$ cat config.mk
export PLATFORM = sky130hd
export DESIGN_NAME = sat_counter
export DESIGN_NICKNAME = d
export VERILOG_FILES = /design/src/rtl/throughout_and_checker_sat_counter.sv
export SDC_FILE = /design/constraint.sdc
export NUM_CORES = 1
export LEC_CHECK = 0
export CORE_MARGIN = 2
export CORE_UTILIZATION = 55
export CTS_BUF_LIST = sky130_fd_sc_hd__clkbuf_4 sky130_fd_sc_hd__clkbuf_8
export DETAILED_ROUTE_END_ITERATION = 8
export GPL_TIMING_DRIVEN = 1
export PLACE_DENSITY = 0.92
export SYNTH_ARGS = -nofsm -noshare
export SYNTH_HDL_FRONTEND = slang
export SYNTH_SLANG_ARGS = --single-unit
$ cat constraint.sdc
create_clock -name clk -period 3.04 [get_ports clk]
set_input_delay 0.304 -clock clk [delete_from_list [all_inputs] [get_ports clk]]
set_output_delay 0.304 -clock clk [all_outputs]
set_load 0.05 [all_outputs]
$ cat src/rtl/throughout_and_checker_sat_counter.sv
// Saturating up-counter: counts inc pulses and holds at all ones.
//   clk, rst_n : clock, asynchronous active-low reset
//   inc        : count enable
//   cnt        : current count
module sat_counter #(
    parameter int unsigned W = 16
) (
    input  logic         clk,
    input  logic         rst_n,
    input  logic         inc,
    output logic [W-1:0] cnt
);

    logic [W-1:0] cnt_q;

    always_ff @(posedge clk or negedge rst_n) begin
        if (!rst_n) begin
            cnt_q <= '0;
        end else if (inc && cnt_q != {W{1'b1}}) begin
            cnt_q <= cnt_q + W'(1);
        end
    end

    assign cnt = cnt_q;

endmodule

==> run_results.csv <==
group,metric,value,unit
run_status,status,"finished, final reports clean",
clocking,cts_sinks,16,
synthesis,synthSimpleGateAreaFrac,30.3,%
placement,portBuffers,18,
synthesis,synth-adder-area-share,1.46,%
power_and_ir_drop,pwr-share-seq,42.2,%
synthesis,ys_ff_latch,16,
setup_path,cp_data_required_time,2.74,ns
synthesis,synth_sequential_area_ratio,46.6,%
cells_and_area,final_common_cell,"clkdlybuf4s50_1",
clocking,cts_tree,"built",
setup_path,cp_top_family,"buffers and inverters",
die,fp.coreArea,1490,sq um
sta,fin_tns_setup,0,ns
cells_and_area,multi_input_area,459,sq um
flow_run,cap_viol_max_count,0,
cells_and_area,syn2layout_area_growth,25.9,%
cells_and_area,final_cell_mix,"18 x clkdlybuf4s50_1, 16 x dfrtp_1, 8 x nand4_1",
sta,drv_slew,0,
die,rows,14,
placement,dpl.hpwl,1290,microns
setup_path,r2r_start,"cnt[0]",
setup_path,startpoint_type,"flip-flop",
cells_and_area,fillers,96,
global_routing,antenna_found_initial,0,
clocking,cts.path.max_buffers,2,
route,vias_per_cell,6.36,
setup_path,slowest_delay,0.85,ns
clocking,insertion_delay,0.29,ns
die,die_x,43.5,microns
global_routing,grt_max_degree,17,
clocking,post_cts_buffers,0,
route,wl_met2,808,microns
synthesis,synth_area,860,sq um
sta,post-route-period-util,63.4,%
setup_path,r2r-end,"cnt[14]",
die,design.die.area,1900,sq um
global_routing,grt_overflow,0,
synthesis,syn_inst,72,
sta,finalHoldViolations,0,
power_and_ir_drop,p_comb_share,43.0,%
setup_path,crit_chain,"clkdlybuf4s50_1",
clocking,root_buffer,"clkbuf_4",
setup_path,path_buf_inv,1,
cells_and_area,antennaDiodeCount,0,
global_routing,grt_pass1_vias,635,
die,initial_utilization,57.7,%
clocking,clk_pin_slew,0.09,ns
setup_path,criticalPathCategory,"reg2out",
synthesis,synth_area_per_cell,11.9,sq um
synthesis,syn-num-nets,76,
power_and_ir_drop,clock_power_share,14.8,%
power_and_ir_drop,power,761,uW
route,drt-initial-drc-count,14,
sta,worstMarginPinSlew,0.702,ns
synthesis,synth_edf_count,0,
cells_and_area,largest_reg_flops,16,
global_routing,gr-usage-all-layers,20.7,%
route,drt_wl_total,1730,microns
clocking,cts_buffers,3,
power_and_ir_drop,p_leak,0.000438,uW
route,ant_nets,0,
synthesis,synth_top_family_by_area,"simple AND/OR/NAND/NOR gates",
power_and_ir_drop,ir_worst_vdd,0.520,mV
synthesis,yosysWarnings,0,
synthesis,synthArstFlopShare,100,%
setup_path,r2r_slack,1.41,ns
route,wl_met1,789,microns
placement,gpl.final_weighted_congestion,0.781,
clocking,hold_buffers,0,
route,wl_met3,81,microns
setup_path,endpoint_kind,"output port",
synthesis,yosysUniqueCellTypes,27,
clocking,ctsResizeCount,0,
die,io_pins,19,
setup_path,reg2reg_depth,5,
synthesis,synth_flop_cell,"dfrtp_1",
min_path,hold_path.class,"in2async",
power_and_ir_drop,powerDensity,703,nW/um^2
cells_and_area,drive_above_1_share,14.0,%
power_and_ir_drop,netSwitchingPower,349,uW
power_and_ir_drop,power.internal,412,uW
route,vias,693,
setup_path,cpMaxStageDelayCell,"clkdlybuf4s50_1",
clocking,h-tree-depth,1,
route,drc,0,
sta,slew_headroom,53.0,%
synthesis,muxShareOfSynthArea,1.31,%
power_and_ir_drop,swShare,45.8,%
sta,final-setup-viol-count,0,
setup_path,critical_path_peak_fanout,6,
sta,finalClockSkew,0.000873,ns
cells_and_area,nets,99,
sta,min_period,1.93,ns
sta,fmax,519,MHz
route,top_layer,"met4",
synthesis,synth_xor_area_share,7.13,%
synthesis,synth_compound_area_share,13.2,%
die,die_h,43.5,microns
sta,rsz0062_at_grt,"no",
route,firstDrtPassIters,5,
global_routing,grt_pass1_wl,2930,microns
setup_path,crit_arrival,1.62,ns
route,wl_per_cell,15.9,microns
cells_and_area,regArea,400,sq um
-- worst max-delay path by stage --
stage	to	from	slack [ns]	depth (start not counted)
6_report	cnt[2]	cnt[2]	1.11	1
5_1_grt	cnt[8]	cnt[8]	1.05	1
4_1_cts	cnt[8]	cnt[8]	1.11	1
3_5_place_dp	cnt[5]	inc	1.25	5
3_3_place_gp	cnt[5]	inc	1.28	5
2_1_floorplan	cnt[1]	cnt[13]	1.22	4
-- layer usage --
layer	vias up	GRT usage [%]
met4	0	9.09
met3	8	2.50
met5	-	0
met1	338	27.5
met2	22	34.0
li1	325	-
-- area by class of cell --
cell class | count | area share (%)
well taps | 16 | 1.85
multi-input cells | 56 | 42.4
repair buffers | 18 | 16.6
clock buffers | 3 | 2.08
flip-flops and latches | 16 | 37.0
-- cells in the mapped netlist (2+ instances only) --
cell type | number | share of area [%]
dfrtp_1 | 16 | 47
nand4_1 | 8 | 5.8
nand3_1 | 5 | 2.9
o21a_1 | 5 | 4.4
xnor2_1 | 5 | 5.1
nand2_1 | 4 | 1.7
a21oi_1 | 3 | 1.7
a31oi_1 | 3 | 2.2
and3_1 | 2 | 1.5
nor2_1 | 2 | 0.87
nor4_4 | 2 | 4.9
xor2_1 | 2 | 2.0
-- power by group through the flow --
| stage | sequential [uW] | combinational [uW] | clock (uW) |
|---|---|---|---|
| 2_1_floorplan | 458 | 80.1 | 0 |
| 3_3_place_gp | 322 | 326 | 0 |
| 3_5_place_dp | 325 | 331 | 0 |
| 4_1_cts | 320 | 331 | 113 |
| 5_1_grt | 329 | 347 | 118 |
| 6_report | 321 | 327 | 112 |
-- cells by family after synthesis --
logic type / after synthesis
DFF: 16
AOI/OAI and AO/OA: 15
muxes: 1
and+or+nand+nor: 32
adders and majority gates: 1
xor gates and xnor gates: 7
-- per-stage QoR --
stage / hold slack, ns / instance area (sq um) / utilization, % / setup WS [ns] / instances
3_5_place_dp: 0.525 / 1060 / 71.2 / 1.25 / 106
5_1_grt: 0.503 / 1080 / 72.7 / 1.05 / 109
4_1_cts: 0.456 / 1080 / 72.7 / 1.11 / 109
6_report: 0.430 / 1080 / 72.7 / 1.11 / 109
2_1_floorplan: 0.00841 / 860 / - / 1.22 / 72
3_3_place_gp: 0.510 / 1060 / 71.2 / 1.28 / 106
No activity file was read; power rests on OpenSTA's default activity.
